`config.mk`:
```
export PLATFORM = sky130hd
export DESIGN_NAME = instr_fetch
export DESIGN_NICKNAME = d
export VERILOG_FILES = /design/src/rtl/instr_fetch.sv
export SDC_FILE = /design/constraint.sdc
export NUM_CORES = 1
export LEC_CHECK = 0
export CAP_MARGIN = 20
export CORE_MARGIN = 1.5
export CORE_UTILIZATION = 53
export DETAILED_ROUTE_END_ITERATION = 8
export HOLD_SLACK_MARGIN = 0.06
export PLACE_DENSITY = 0.85
export SYNTH_ARGS = -nofsm -noshare
export SYNTH_HDL_FRONTEND = slang
export SYNTH_SLANG_ARGS = --single-unit
```
`constraint.sdc`:
```
create_clock -name clk -period 3.4 [get_ports clk]
set_clock_uncertainty 0.1 [all_clocks]
set_input_delay 0.51 -clock clk [delete_from_list [all_inputs] [get_ports clk]]
set_output_delay 0.51 -clock clk [all_outputs]
set_load 0.02 [all_outputs]
```
`src/rtl/instr_fetch.sv`:
```
// Instruction fetch unit: issues word reads over a req/ack handshake, owns the PC,
// applies jump/branch redirects and substitutes a NOP when memory fails to answer.
module instr_fetch #(
  parameter logic [31:0] RESET_PC  = 32'h0000_0000,
  parameter int unsigned TIMEOUT   = 16,
  parameter logic [31:0] NOP_INSTR = 32'h0000_0013
) (
  input  logic        clk,
  input  logic        rst,
  input  logic        fetch_stage,
  input  logic        pc_load,
  input  logic [31:0] pc_target,
  output logic        mem_req,
  output logic [31:0] mem_addr,
  input  logic [31:0] mem_rdata,
  input  logic        mem_ack,
  output logic [31:0] instr,
  output logic        instr_valid,
  output logic [31:0] pc,
  output logic [31:0] pc_plus4,
  output logic        fetch_err
);

  localparam logic [1:0] IDLE = 2'd0;
  localparam logic [1:0] REQ  = 2'd1;
  localparam logic [1:0] WAIT = 2'd2;
  localparam logic [1:0] DONE = 2'd3;

  // Counter value seen on the last permitted WAIT cycle.
  localparam logic [7:0] TIMEOUT_LAST = 8'(TIMEOUT - 1);

  logic [1:0]  state;
  logic [31:0] fetch_addr;
  logic [31:0] next_pc;
  logic [31:0] redir_addr;
  logic        redirect_pend;
  logic [7:0]  wait_cnt;
  logic        fetch_start;

  function automatic logic [31:0] word_align(input logic [31:0] addr);
    return {addr[31:2], 2'b00};
  endfunction

  function automatic logic [7:0] sat_inc(input logic [7:0] cnt);
    return (cnt == 8'hFF) ? cnt : cnt + 8'd1;
  endfunction

  assign fetch_start = (state == IDLE) && fetch_stage;

  always_ff @(posedge clk) begin
    if (!rst) begin
      state         <= IDLE;
      fetch_addr    <= RESET_PC;
      next_pc       <= RESET_PC;
      redir_addr    <= RESET_PC;
      redirect_pend <= 1'b0;
      wait_cnt      <= 8'd0;
      instr         <= NOP_INSTR;
      pc            <= RESET_PC;
      fetch_err     <= 1'b0;
    end else begin
      case (state)
        IDLE: begin
          if (fetch_stage) begin
            // A redirect arriving on this very cycle takes precedence over a stored one.
            if (pc_load)            fetch_addr <= word_align(pc_target);
            else if (redirect_pend) fetch_addr <= redir_addr;
            else                    fetch_addr <= next_pc;
            state <= REQ;
          end
        end
        REQ: begin
          wait_cnt <= 8'd0;
          state    <= WAIT;
        end
        WAIT: begin
          if (mem_ack) begin
            instr   <= mem_rdata;
            pc      <= fetch_addr;
            next_pc <= fetch_addr + 32'd4;
            state   <= DONE;
          end else if (wait_cnt >= TIMEOUT_LAST) begin
            instr     <= NOP_INSTR;
            pc        <= fetch_addr;
            next_pc   <= fetch_addr + 32'd4;
            fetch_err <= 1'b1;
            state     <= DONE;
          end else begin
            wait_cnt <= sat_inc(wait_cnt);
          end
        end
        DONE: state <= IDLE;
        default: state <= IDLE;
      endcase

      if (fetch_start) redirect_pend <= 1'b0;
      if (pc_load) begin
        if (pc_target[1:0] != 2'b00) fetch_err <= 1'b1;
        if (!fetch_start) begin
          redir_addr    <= word_align(pc_target);
          redirect_pend <= 1'b1;
        end
      end
    end
  end

  assign mem_req     = (state == REQ) || (state == WAIT);
  assign mem_addr    = fetch_addr;
  assign instr_valid = (state == DONE);
  assign pc_plus4    = pc + 32'd4;

endmodule

```
==> results of run 1 <==
state kept, by name (all words and copies together) (netlist names), 2 cells and up:
register    cells
redir_addr     30
pc             32
next_pc        30
instr          32
state           2
mem_addr       32
wait_cnt        8
cells in the final DEF, fill, tap and decap left out, types with 12 or more instances in the layout:
master           Yosys  final
dfxtp_1            168    167
inv_1               14     14
clkbuf_16            0     17
buf_4                7     23
a22oi_1             31     31
a211oi_1            14     14
a21oi_1            105    105
xnor2_1             25     25
clkdlybuf4s50_1      0    198
xor2_1              21     21
nand3_1             20     20
nor2_1              51     51
o21ai_0             52     52
nor3_1              20     20
nor4_1              14     12
mux2i_1             31     31
nand2_1            239    239
nand4_1             16     16
worst reg2reg max path: cells and delay by family, from the launching register on:
kind,cells,cell delay (ns)
and+or+nand+nor,3,1.38
DFF,1,0.30
adders and majority gates,1,0.25
buffers and inverters,1,0.18
AOI/OAI and AO/OA,1,0.16
worst min path at each step:
stage	slack, ns	cells after the start	endpoint
after detailed placement	0.35	2	redir_addr[2]
after global routing	0.38	2	redir_addr[31]
after global placement	0.34	2	redir_addr[25]
final	0.36	2	redir_addr[2]
after CTS	0.36	2	redir_addr[2]
after floorplan	0.33	2	next_pc[3]
report_power, final:
part           switching [µW]  internal (µW)
Combinational             813            576
Clock                     809           1050
Sequential                207           2170
Total                    1830           3800
cells in the mapped netlist, drive strengths merged (4+ instances only):
library cell / n / share of area
a211oi: 14 / 0.014
a21oi: 105 / 0.068
a22oi: 31 / 0.030
a311oi: 5 / 0.0057
and2: 11 / 0.0089
and3: 11 / 0.0089
and4: 11 / 0.013
buf: 23 / 0.016
clkbuf: 55 / 0.027
dfxtp: 168 / 0.44
ha: 8 / 0.013
inv: 15 / 0.0073
mux2i: 31 / 0.040
nand2: 239 / 0.12
nand3: 20 / 0.013
nand4: 18 / 0.017
nor2: 51 / 0.025
nor3: 20 / 0.013
nor4: 14 / 0.011
o21ai: 52 / 0.034
or4: 4 / 0.0046
xnor2: 25 / 0.028
xor2: 21 / 0.024
kinds of logic (layout without fill, tap and decap cells):
kind of cell / after synthesis / in the layout / share of synthesized area
buffers and inverters: 93 / 272 / 0.0508
and+or+nand+nor: 403 / 403 / 0.235
AOI/OAI and AO/OA: 225 / 225 / 0.171
xor gates and xnor gates: 46 / 46 / 0.0524
adders and majority gates: 8 / 8 / 0.0130
muxes: 31 / 31 / 0.0404
DFF: 168 / 168 / 0.437
routing by layer:
layer | global-route usage | wire length [µm] | vias to the layer above
met1 | 0.359 | 8960 | 3587
li1 | - | - | 3686
met2 | 0.498 | 10900 | 378
met4 | 0.126 | 733 | 0
met5 | 0 | 0 | -
met3 | 0.0793 | 1940 | 68
what timing repair did:
action	4_1_cts	5_1_grt
gates cloned	0	0
pin swaps	0	1
gates resized for setup	1	3
setup endpoints to repair	1	14
setup buffers	0	1
hold buffers	0	0
through the flow:
stage               instances  setup WS (ns)  total power [µW]   util
global placement         1300          0.524              3750  0.698
floorplan                 974          0.831              3210      -
CTS                      1332         0.0175              5630  0.740
detailed placement       1300          0.439              3770  0.698
global route             1333        0.00207              5880  0.741
finish                   1333          0.177              5620  0.741
final cells by class:
class                      instances  area, µm²  share of cell area
inverter                          15       58.8             0.00565
tap                              180        225              0.0216
clock inverter                    13        123              0.0118
multi-input combinational        713       3970               0.381
timing repair buffer             225       2220               0.213
clock buffer                      19        453              0.0435
sequential                       168       3360               0.323
==> results.toml, run 1 <==
[status]
status = "completed"

[grt]
grt_max_degree = 58
grt_use_total = 0.297
antenna_found_initial = 0
grt_pass1_wl_mm = 35.4
grt_overflow = 0
first_global_vias = 7250

[worst_setup_path]
worstReg2RegEnd = "next_pc[30]"
cp-end-kind = "output port"
worst_path_max_delay_cell = "clkdlybuf4s50_1"
startpoint_type = "flop"
rrSetupSlack_ns = 0.96
arrival_ns = 2.61
crit_required_ns = 2.79
crit_chain = "nand4_1 -> or3_4 -> nor4_1 -> xor2_1 -> clkdlybuf4s50_1"
critPathTopFamily = "simple AND/OR/NAND/NOR gates"
path_buf_inv = 1
startpoint = "pc[15]"
r2r-start = "mem_addr[2]"
critPathMaxStageDelay_ns = 0.61
path_max_fanout = 12
cp.depth = 5
reg2reg_depth = 6
critPathKind = "flop to output port"
cp-endpoint = "pc_plus4[31]"

[layout]
fin_nets = 1217
n_antenna_cell = 0
drive_gt1_frac = 0.0616
final_cell_area_um2 = 10400
fill_cells = 1047
syn2layout_area_growth_pct = 35.4

[yosys]
synth-edff-count = 0
ys_seq_area_frac = 0.437
synth_warnings = 0
netlist_area_um2 = 7690
syn_inst = 974
syn-num-nets = 1051
synth_ff_type = "dfxtp_1"
yosysUniqueCellTypes = 43
synthArstFlopShare = 0
postSynthAreaPerCell_um2 = 7.90
ys_ff_latch = 168

[flow_run]
max_cap_violations = 0

[die]
die_x_um = 123
dieArea_um2 = 15200
io-pin-count = 200
start_util = 0.548
core_region_area_um2 = 14000
rows = 43
die_h_um = 123

[clocking]
clockBufferDepth = 2
cts.sinks = 168
clk_pin_slew_ns = 0.06
h-tree-depth = 4
clk_latency_ns = 0.43
cts_buffers = 17
clockRootBuffer = "clkbuf_16"
cts_tree = "done"

[power_and_ir_drop]
cellPowerDensity_nw_per_um2 = 540
ir_drop_v = 0.000484
p_leak_uw = 0.00368

[sta]
max-slew-margin-rel = 0.279
tns_ns = 0
period_share = 0.948
period_needed_ns = 3.22
grt_setup_unrepaired = "no"
clock.fmax_mhz = 310
setup_viol = 0
finalMaxSlewViolations = 0
tightest_slew_ns = 1.08
hold_violations = 0
fin_hold_ws_ns = 0.356

[placement]
routabilityCongestion = 0.885
io_buffer_count = 199
place_area_um2 = 9810
hpwl_mm = 15.0

[route]
wl_per_cell_um = 16.9
wirelength_mm = 22.6
vias = 7719
antenna_left = 0
drc = 0
drt_iter0_markers = 816
firstDrtPassIters = 5
drt-vias-per-instance = 5.79

[worst_hold_path]
hold_class = "flop to flop"
min_from = "redir_addr[2]"
(Power assumes the default switching activity.)
==> run 2, diff against run 1 <==
--- a/config.mk
+++ b/config.mk
@@ -7,10 +7,11 @@
 export LEC_CHECK = 0
 export CAP_MARGIN = 20
 export CORE_MARGIN = 1.5
-export CORE_UTILIZATION = 53
+export CORE_UTILIZATION = 55
+export CTS_BUF_LIST = sky130_fd_sc_hd__clkbuf_4
 export DETAILED_ROUTE_END_ITERATION = 8
 export HOLD_SLACK_MARGIN = 0.06
-export PLACE_DENSITY = 0.85
+export PLACE_DENSITY = 0.88
 export SYNTH_ARGS = -nofsm -noshare
 export SYNTH_HDL_FRONTEND = slang
 export SYNTH_SLANG_ARGS = --single-unit
==> constraint.sdc (replaced) <==
create_clock -name clk -period 3.4 [get_ports clk]
set_clock_uncertainty 0.1 [all_clocks]
set_input_delay 0.51 -clock clk [delete_from_list [all_inputs] [get_ports clk]]
set_output_delay 0.51 -clock clk [all_outputs]
set_load 0.005 [all_outputs]
==> run 2 against run 1 <==
Total power decreased by 14%; global-route usage rose by 0.70 points; clock-buffer cell count up 1; clock power decreased by 34%; die area down 3.5%; cell area is 2.6% lower; critical endpoint unchanged.
==> results.toml, run 2 (same netlist as run 1, synthesis figures left out) <==
[status]
status = "completed"

[grt]
antenna_found_initial = 0
grt_overflow = 0
grt_pass1_wl_mm = 35.6
grt_max_degree = 63
grt_use_total = 0.304
first_global_vias = 7260

[sta]
finalMaxSlewViolations = 0
max-slew-margin-rel = 0.263
fin_hold_ws_ns = 0.204
setup_ws_ns = 0.156
period_needed_ns = 3.24
setup_viol = 0
period_share = 0.954
clock.fmax_mhz = 308
tightest_slew_ns = 1.11
tns_ns = 0
hold_violations = 0

[worst_setup_path]
crit_required_ns = 2.79
startpoint_type = "flop"
path_max_fanout = 12
arrival_ns = 2.63
critPathKind = "flop to output port"
cp-end-kind = "output port"

[route]
vias = 7675
wl_per_cell_um = 16.9
wirelength_mm = 22.5
drt-vias-per-instance = 5.75
drc = 0
firstDrtPassIters = 5
drt_iter0_markers = 741
antenna_left = 0

[placement]
routabilityCongestion = 0.878
pre_cts_ws_ns = 0.382
place_area_um2 = 9780
io_buffer_count = 199
hpwl_mm = 15.1

[layout]
final_cell_mix = "239 x nand2_1, 198 x clkdlybuf4s50_1, 157 x dfxtp_1"
fin_nets = 1219
n_antenna_cell = 0
fill_cells = 1066
final_cell_area_um2 = 10100
drive_gt1_frac = 0.0701
final_common_cell = "nand2_1"
syn2layout_area_growth_pct = 31.8

[die]
die_x_um = 121
core_region_area_um2 = 13800
dieArea_um2 = 14700
start_util = 0.558
die_h_um = 121
rows = 43
io-pin-count = 200

[clocking]
clockBufferDepth = 2
clockRootBuffer = "clkbuf_4"
clk_latency_ns = 0.58
cts_buffers = 17
h-tree-depth = 4
hold_buffers = 0
clk_pin_slew_ns = 0.13
cts_tree = "done"
cts.sinks = 168

[power_and_ir_drop]
p_leak_uw = 0.00358
cellPowerDensity_nw_per_um2 = 480
ir_drop_v = 0.000416

[worst_hold_path]
hold_class = "input pin to flop"

[flow_run]
max_cap_violations = 0
[run 2: final cells by class]
class	count	area, µm²	share of cell area
multi-input combinational	713	3970	0.391
clock buffer	20	150	0.0148
sequential	168	3380	0.333
clock inverter	12	150	0.0148
timing repair buffer	227	2210	0.218
tap	180	225	0.0222
inverter	15	58.8	0.00580
[run 2: report_power, final]
group          internal [µW]  switching [µW]
logic                    566             696
registers               2170             204
clock network            534             696
[run 2: critical path, cell delays in order, from the launching register on]
cell,delay (ns)
dfxtp_1,0.43
nand4_1,0.14
or3_4,0.46
nor4_1,0.34
xor2_1,0.18
clkdlybuf4s50_1,0.51
[run 2: worst paths after layout]
check | startpoint | endpoint | slack [ns] | cells past startpoint
worst max-delay path | pc[17] | pc_plus4[31] | 0.16 | 5
worst min-delay path | pc_load | redirect_pend | 0.20 | 3
worst max register to register | mem_addr[3] | next_pc[30] | 0.89 | 6
worst min register to register | redir_addr[8] | redir_addr[8] | 0.37 | 2
[run 2: stage by stage]
step / std cells / utilization / power, µW
final: 1335 / 0.736 / 4860
after global routing: 1335 / 0.736 / 5120
after CTS: 1335 / 0.734 / 4860
after detailed placement: 1300 / 0.710 / 3650
after global placement: 1300 / 0.710 / 3620
after floorplan: 974 / - / 3100
[run 2: what timing repair did]
item / 4_1_cts / 5_1_grt
pin swaps: 2 / 0
buffers inserted: 3 / 0
resized for setup: 2 / 12
endpoints found under the setup margin: 14 / 6
endpoints found under the hold margin: 0 / 0
[run 2: metal layers]
metal | global-route usage | share of wire | wire length (µm) | up-vias
met1 | 0.357 | 0.40 | 8900 | 3611
met4 | 0.109 | 0.022 | 484 | 0
met5 | 0 | 0 | 0 | -
met2 | 0.527 | 0.50 | 11300 | 323
li1 | - | - | - | 3697
met3 | 0.0879 | 0.080 | 1790 | 44
